**src/rtl/rr_arbiter_8.sv**
```systemverilog
// Eight-requester round-robin arbiter with a bounded hold time.
// Registered one-hot grant plus binary index; the holder is revoked after HOLD_MAX cycles.
module rr_arbiter_8 #(
  parameter int HOLD_MAX = 16
) (
  input  logic       clk,
  input  logic       rst,
  input  logic [7:0] req,
  output logic [7:0] grant,
  output logic [2:0] grantIdx,
  output logic       grantValid,
  output logic       timeout
);

  typedef enum logic {IDLE, GRANT} state_t;

  state_t     state;
  logic [2:0] ptr;
  logic [7:0] hold_cnt;

  logic [7:0] masked_req;
  logic [2:0] pick_all;
  logic [2:0] pick_masked;
  logic [2:0] win;
  logic       hold_at_max;
  logic       load;
  logic       go_idle;
  logic       pulse;

  // First set bit at or above start, wrapping 7->0.
  function automatic logic [2:0] rr_pick(input logic [7:0] v, input logic [2:0] start);
    logic [2:0] pick;
    logic [2:0] k;
    logic       hit;
    pick = start;
    hit  = 1'b0;
    for (int i = 0; i < 8; i++) begin
      k = start + 3'(i);
      if (!hit && v[k]) begin
        pick = k;
        hit  = 1'b1;
      end
    end
    return pick;
  endfunction

  assign hold_at_max = (hold_cnt >= 8'(HOLD_MAX));

  // In GRANT, grant holds only the current holder, so masking by grant drops it.
  always_comb begin
    masked_req  = req & ~grant;
    pick_all    = rr_pick(req, ptr);
    pick_masked = (masked_req != 8'd0) ? rr_pick(masked_req, ptr) : grantIdx;
    win         = pick_all;
    load        = 1'b0;
    go_idle     = 1'b0;
    pulse       = 1'b0;
    case (state)
      IDLE: load = (req != 8'd0);
      GRANT: begin
        if (!req[grantIdx]) begin
          load    = (req != 8'd0);
          go_idle = (req == 8'd0);
        end else if (hold_at_max) begin
          load  = 1'b1;
          pulse = 1'b1;
          win   = pick_masked;
        end
      end
      default: ;
    endcase
  end

  always_ff @(posedge clk) begin
    if (rst) begin
      state      <= IDLE;
      ptr        <= 3'd0;
      hold_cnt   <= 8'd0;
      grant      <= 8'd0;
      grantIdx   <= 3'd0;
      grantValid <= 1'b0;
      timeout    <= 1'b0;
    end else begin
      timeout <= pulse;
      if (load) begin
        state      <= GRANT;
        grant      <= 8'd1 << win;
        grantIdx   <= win;
        grantValid <= 1'b1;
        hold_cnt   <= 8'd1;
        ptr        <= win + 3'd1;
      end else if (go_idle) begin
        state      <= IDLE;
        grant      <= 8'd0;
        grantIdx   <= 3'd0;
        grantValid <= 1'b0;
        hold_cnt   <= 8'd0;
      end else if (state == GRANT) begin
        hold_cnt <= hold_cnt + 8'd1;
      end
    end
  end

endmodule

```
**config.mk**
```make
export PLATFORM = sky130hd
export DESIGN_NAME = rr_arbiter_8
export DESIGN_NICKNAME = d
export VERILOG_FILES = /design/src/rtl/rr_arbiter_8.sv
export SDC_FILE = /design/constraint.sdc
export NUM_CORES = 1
export LEC_CHECK = 0
export ABC_AREA = 1
export CELL_PAD_IN_SITES_DETAIL_PLACEMENT = 0
export CELL_PAD_IN_SITES_GLOBAL_PLACEMENT = 1
export CORE_UTILIZATION = 33
export DETAILED_ROUTE_END_ITERATION = 16
export DONT_BUFFER_PORTS = 1
export PLACE_DENSITY_LB_ADDON = 0.1
export SLEW_MARGIN = 20
export SYNTH_ARGS = -nofsm -noshare
export SYNTH_HDL_FRONTEND = slang
export SYNTH_SLANG_ARGS = --single-unit
```
**constraint.sdc**
```tcl
create_clock -name clk -period 4.4 [get_ports clk]
set_input_delay 0.88 -clock clk [delete_from_list [all_inputs] [get_ports clk]]
set_output_delay 0.88 -clock clk [all_outputs]
set_load 0.005 [all_outputs]
```
==> key figures <==
Timing
  – Achievable Freq: 274 MHz
  – Final Setup Violations: 0
  – Slew Viols, Final: 0
  – Slew HR: 56.5%
  – Final hold vios: 0
  – RSZ-0062 raised after global routing: no
  – Minimum clock period: 3.65 ns
  – Slew @ Worst Pin: 0.652 ns
  – Final period util: 82.9%
  – Setup_tns: 0 ns
  – Clock Skew: 0.0102 ns

Power
  – Clock share of power: 6.1%
  – Maximum VDD drop: 382 uV
  – LEAKAGE: 1.26 nW
  – Net Sw Frac: 59.5%
  – Part of the power in registers: 13.5%
  – Comb pwr share: 80.4%
  – Pint: 1.01 mW
  – Psw: 1.48 mW
  – PD cells: 933 nW/um^2

Die
  – IO Pins: 23
  – Core box area: 7330 sq um
  – Die area: 8000 sq um
  – Die span in y: 89.4 um
  – Site row count: 31
  – Starting Density: 34.4%
  – Die Wd: 89.4 um

Clock network
  – Clk slew on worst S/H paths: 0.09 ns
  – Maximum clock path buffer count: 2
  – Clock sinks: 24
  – Resize count post-CTS: 0
  – CTS tree: done
  – H-Tree Level Count: 1
  – Worst skew pair latency: 0.27 ns
  – CTS buffer count: 3
  – Root buffer cell: clkbuf_8
  – CTS hold repair buffers: 0
  – Post-CTS Setup Inserts: 0

Global routing
  – Tot GR Track Use: 20.8%
  – Initial antenna violation count: 0
  – First-pass GRT wire length: 12500 um
  – Vias in the first global route: 2392
  – Largest net degree at the start of global routing: 21
  – Grt total ovfl: 0

Placed design
  – I/O Buffers: 0
  – Gpl congestion: 0.884
  – Placed Cells: 516
  – HPWL Detailed: 6190 um

Route
  – Routed vias: 2610
  – DR vias/cell: 5.02
  – Post-Route WL: 7690 um
  – # DRC: 0
  – Number of DRC violations after detailed-routing iteration 0: 211
  – Drt wl/cell: 14.8 um
  – First drt pass iteration count: 4
  – Routed Antenna Nets: 0

Setup path
  – Worst path max stage delay: 0.54 ns
  – Crit start category: flop
  – Critical-path maximum fanout: 14
  – Slowest cell on the critical path: dfxtp_1
  – Critical path's top delay family: simple AND/OR/NAND/NOR gates
  – Critical path class: reg2reg
  – Worst Path Required: 4.59 ns
  – Cell chain of the critical path: inv_4 > ha_1 > inv_1 > nand3_1 > nand3_1 > nand2_2 > nor2_8 > nand4_2 > inv_2 > nand2_1 > or2_1 > or2_0 > nand3_1 > nand2_1 > nand2_1 > nand2_1 > nand2_2 > inv_2 > ha_1 > ha_1 > nor2_1 > a211oi_1
  – Worst Path Arrival: 3.84 ns
  – CP endpoint kind: flop
  – Top cell by count, worst path: nand2_1
  – Crit path buf inv count: 4

Layout
  – Area delta synth->final: 5.85%
  – Final Non-Filler Cells: 520
  – ANT cells: 0
  – Share of cells above drive strength 1: 9.98%
  – Number of filler cells placed in the layout: 842
  – Final net count: 442

Logic synthesis
  – Mapped Area: 2520 sq um
  – Synthesized net count: 441
  – Post-synthesis adder-cell area fraction: 4.96%
  – Cells after Synth: 421
  – Post-synthesis sequential element count: 24
  – Cell variety after synth: 45
  – Synth Area in Compound Gates: 13.2%
  – Sequential area share after synthesis: 19.0%
  – Ys Warns: 0
  – Area share of and/or/nand/nor cells after synthesis: 47.6%
  – Post-synthesis mux area share: 0%
  – Syn Area/Cell: 5.99 sq um
  – Main combinational cell family by area after synthesis: simple AND/OR/NAND/NOR gates
  – Post-Synth XOR/XNOR Area: 4.17%

Min path
  – HP Class: reg2reg

Run status
  – Status: complete, no violations

Flow run
  – Max-Cap Viols: 0
cells by family after synthesis:
| group | after synthesis |
|---|---|
| compound gates | 55 |
| xor+xnor | 9 |
| fa+ha+maj | 10 |
| buf+inv | 62 |
| flops | 24 |
| simple gates | 261 |
power groups by stage:
stage          Combinational [mW]  Sequential [mW]  Clock, mW
5_1_grt                      2.28            0.348      0.165
2_1_floorplan                1.60            0.311          0
4_1_cts                      2.02            0.338      0.160
3_3_place_gp                 2.03            0.345          0
6_report                     2.00            0.338      0.151
3_5_place_dp                 2.01            0.343          0
Yosys cell counts, drive strengths merged:
master / number / area share [%]
a21oi: 13 / 2.7
clkbuf: 3 / 0.45
or2: 3 / 0.74
o211ai: 5 / 1.5
o21ai: 24 / 5.4
a221oi: 2 / 0.69
nand3b: 1 / 0.30
clkinv: 1 / 0.15
nor4: 3 / 0.74
nand4: 5 / 1.7
nand3: 76 / 16
o221ai: 1 / 0.35
nor2: 37 / 6.5
nor3b: 1 / 0.30
nor3: 2 / 0.60
dfxtp: 24 / 19
o22ai: 4 / 0.99
and2: 2 / 0.50
inv: 50 / 7.5
xnor2: 3 / 1.3
xor2: 6 / 2.8
a211oi: 2 / 0.60
nand2: 131 / 20
ha: 10 / 5.0
a31oi: 4 / 0.99
buf: 8 / 2.9
placed cells by master (no fill, tap or decap), types with 2 or more instances in the layout:
cell type	n
a211oi_1	2
a21oi_1	12
a221oi_1	2
a31oi_1	4
and2_1	2
buf_4	7
clkbuf_8	4
dfxtp_1	24
ha_1	10
inv_1	42
inv_2	7
nand2_1	125
nand2_2	4
nand2_4	2
nand3_1	73
nand3_2	3
nand4_1	3
nand4_2	2
nor2_1	34
nor4_1	3
o211ai_1	5
o21ai_0	14
o21ai_1	6
o21ai_2	4
o22ai_1	4
xnor2_1	2
xor2_1	5
metal layers:
layer | track usage [%] | part of all wire (%) | wire, um
met3 | 2.22 | 4.1 | 318
met4 | 5.05 | 1.2 | 92
met5 | 0 | 0 | 0
met1 | 28.4 | 50 | 3810
met2 | 34.9 | 45 | 3470
registers in the layout (all words and copies together) (netlist names):
| register | cells |
|---|---|
| grant | 8 |
| grantIdx | 3 |
| timeout | 1 |
| ptr | 3 |
| state | 1 |
| hold_cnt | 8 |
per-stage QoR:
stage | setup WS (ns) | hold slack (ns) | total power, mW | area, sq um | utilization (%)
5_1_grt | 0.431 | 0.539 | 2.79 | 2670 | 36.4
2_1_floorplan | 0.955 | 0.474 | 1.91 | 2520 | -
3_3_place_gp | 0.839 | 0.496 | 2.38 | 2620 | 35.7
4_1_cts | 0.753 | 0.514 | 2.51 | 2670 | 36.4
3_5_place_dp | 0.787 | 0.498 | 2.35 | 2620 | 35.7
6_report | 0.753 | 0.508 | 2.49 | 2670 | 36.4
path summary, 6_finish.rpt:
path | start | to | slack [ns] | cells after the start
min | grant[4]$_SDFFE_PP0P_ | grant[4]$_SDFFE_PP0P_ | 0.51 | 2
max reg2reg | ptr[0]$_SDFFE_PP0N_ | ptr[2]$_SDFFE_PP0N_ | 0.75 | 22
min reg2reg | grant[4]$_SDFFE_PP0P_ | grant[4]$_SDFFE_PP0P_ | 0.51 | 2
max | ptr[0]$_SDFFE_PP0N_ | ptr[2]$_SDFFE_PP0N_ | 0.75 | 22
cell type report:
cell class	instances	area [sq um]	share of cell area (%)
Clock buffer	4	55.1	2.06
Multi-Input combinational cell	335	1760	66.1
Sequential cell	24	480	18.0
Timing Repair Buffer	7	52.6	1.97
Inverter	51	194	7.26
Tap cell	99	124	4.64
worst reg2reg max path, cell delays in order (launching register included):
cell and delay, ns:
dfxtp_1 0.54, inv_4 0.05, ha_1 0.31, inv_1 0.34, nand3_1 0.16, nand3_1 0.12, nand2_2 0.11, nor2_8 0.16
nand4_2 0.12, inv_2 0.08, nand2_1 0.04, or2_1 0.24, or2_0 0.21, nand3_1 0.09, nand2_1 0.06, nand2_1 0.06
nand2_1 0.07, nand2_2 0.09, inv_2 0.04, ha_1 0.22, ha_1 0.28, nor2_1 0.04, a211oi_1 0.16
Note: power is estimated with default switching activity, not from simulation.
==> RTL change (same settings) <==
Reset style: asynchronous (`rst`), changed in one clocked block.
--- a/src/rtl/rr_arbiter_8.sv
+++ b/src/rtl/rr_arbiter_8.sv
@@ -72,5 +72,5 @@
   end
 
-  always_ff @(posedge clk) begin
+  always_ff @(posedge clk or posedge rst) begin
     if (rst) begin
       state      <= IDLE;
Behaviour: differs if rst is asserted again (counterexample within 4 cycles, from zero or initial values and one cycle with rst high); with rst held inactive, the same outputs for 10 cycles.
==> RTL change against the unedited design <==
  * Synthesized area up 3.0%
  * Final area increased by 2.1%
  * Highest routed layer unchanged
  * Critical endpoint is now ptr[2]
  * Sequential cell count is the same
  * Largest cell class unchanged
  * Setup slack better by 0.019 ns
  * Wire length is 3.5% higher
  * Core utilization grew 0.19 points
Power is left out: the tool's default activity adds up to more than one toggle a clock period on the data nets, which glitch-free logic cannot reach.
==> RTL change: results <==
group,metric,value,unit
drt,drt-pass1-iter-count,4,
synth,synth_cell_types,38,
global_route,grt_pass1_wl,13.5,mm
drt,wirelength,7.96,mm
timing,relSlewSlack,37.7,%
setup_path,crit_end,"ptr[2]",
layout,drive_gt1_share,8.16,%
global_route,gr-usage-met1,27.4,%
global_route,met3_usage,3.28,%
setup_path,r2r-start,"ptr[1]",
setup_path,slowest_stage,"dfrtp_1",
layout,reg_top3,"grant: 8 flops, hold_cnt: 8 flops",
clock_network,clock-root-buffer,"clkbuf_8",
synth,synthTopCellsByArea,"dfrtp_1 23%, nand2_1 20%, nand3_1 13%",
setup_path,critPathMaxFanout,12,
synth,syn-num-nets,452,
status,status,"completed",
placement,hpwl,6.42,mm
drt,post_drt_via_cell_ratio,5.15,
synth,synthTopCellsByCount,"137 x nand2_1, 68 x nand3_1, 52 x inv_1",
timing,clock_skew,0.00987,ns
clock_network,post_cts_buffers,0,
clock_network,htree_levels,1,
setup_path,worstSetupStartpointType,"flop",
global_route,grt_util_met2,34.5,%
placement,numPortBuffers,0,
placement,routabilityCongestion,0.874,
setup_path,reg2reg_depth,20,
setup_path,critPathArrivalTime,3.78,ns
synth,synth.yosys.seq_area_share,23.1,%
global_route,antenna_found_initial,0,
clock_network,post_cts_resized,0,
synth,synthFlopType,"dfrtp_1",
setup_path,critPathMaxStageDelay,0.66,ns
synth,synthArstFlopShare,100,%
global_route,grt_max_degree,25,
setup_path,r2r_slack,0.77,ns
drt,initialDrtViolationCount,151,
global_route,grt_util_all_layers,20.6,%
global_route,grt_pass1_vias,2648,
==> RTL change: area by class of cell <==
| cell class | count | area, sq um |
|---|---|---|
| sequential | 24 | 601 |
| tap | 99 | 124 |
| clock buffer | 3 | 41.3 |
| multi-input combinational | 337 | 1710 |
| timing repair buffer | 3 | 22.5 |
| inverter | 62 | 233 |
| fill | 838 | 4720 |
==> RTL change: layer usage <==
layer / routed length (um) / share of wire (%) / up-vias
met3: 319 / 4.0 / 13
met1: 3830 / 48 / 1247
met5: 0 / 0 / -
met2: 3680 / 46 / 58
met4: 139 / 1.7 / 0
li1: - / - / 1402
==> RTL change: worst min-delay path by stage <==
stage / from / endpoint / slack [ns]
after detailed placement: hold_cnt[7] / hold_cnt[7] / 0.49
final: hold_cnt[7] / hold_cnt[7] / 0.51
after CTS: hold_cnt[7] / hold_cnt[7] / 0.51
after global routing: hold_cnt[7] / hold_cnt[7] / 0.53
after floorplan: hold_cnt[6] / hold_cnt[6] / 0.46
after global placement: hold_cnt[6] / hold_cnt[6] / 0.48
==> RTL change: cell families after synthesis <==
family	after synthesis	synth area share [%]
AND/OR/NAND/NOR	265	46.9
buffers and inverters	72	11.2
AO/OA/AOI/OAI	59	12.5
flip-flops	24	23.1
adder cells (fa/ha/maj)	9	4.34
XOR/XNOR	4	1.93
==> RTL change: per-stage QoR <==
stage	instance area [sq um]	hold slack (ns)	instances	worst slack (ns)	utilization, %
2_1_floorplan	2600	0.464	433	1.23	-
3_3_place_gp	2690	0.483	525	0.857	36.1
3_5_place_dp	2690	0.495	525	0.798	36.1
4_1_cts	2730	0.510	528	0.795	36.6
5_1_grt	2730	0.529	528	0.432	36.6
6_report	2730	0.509	528	0.772	36.6
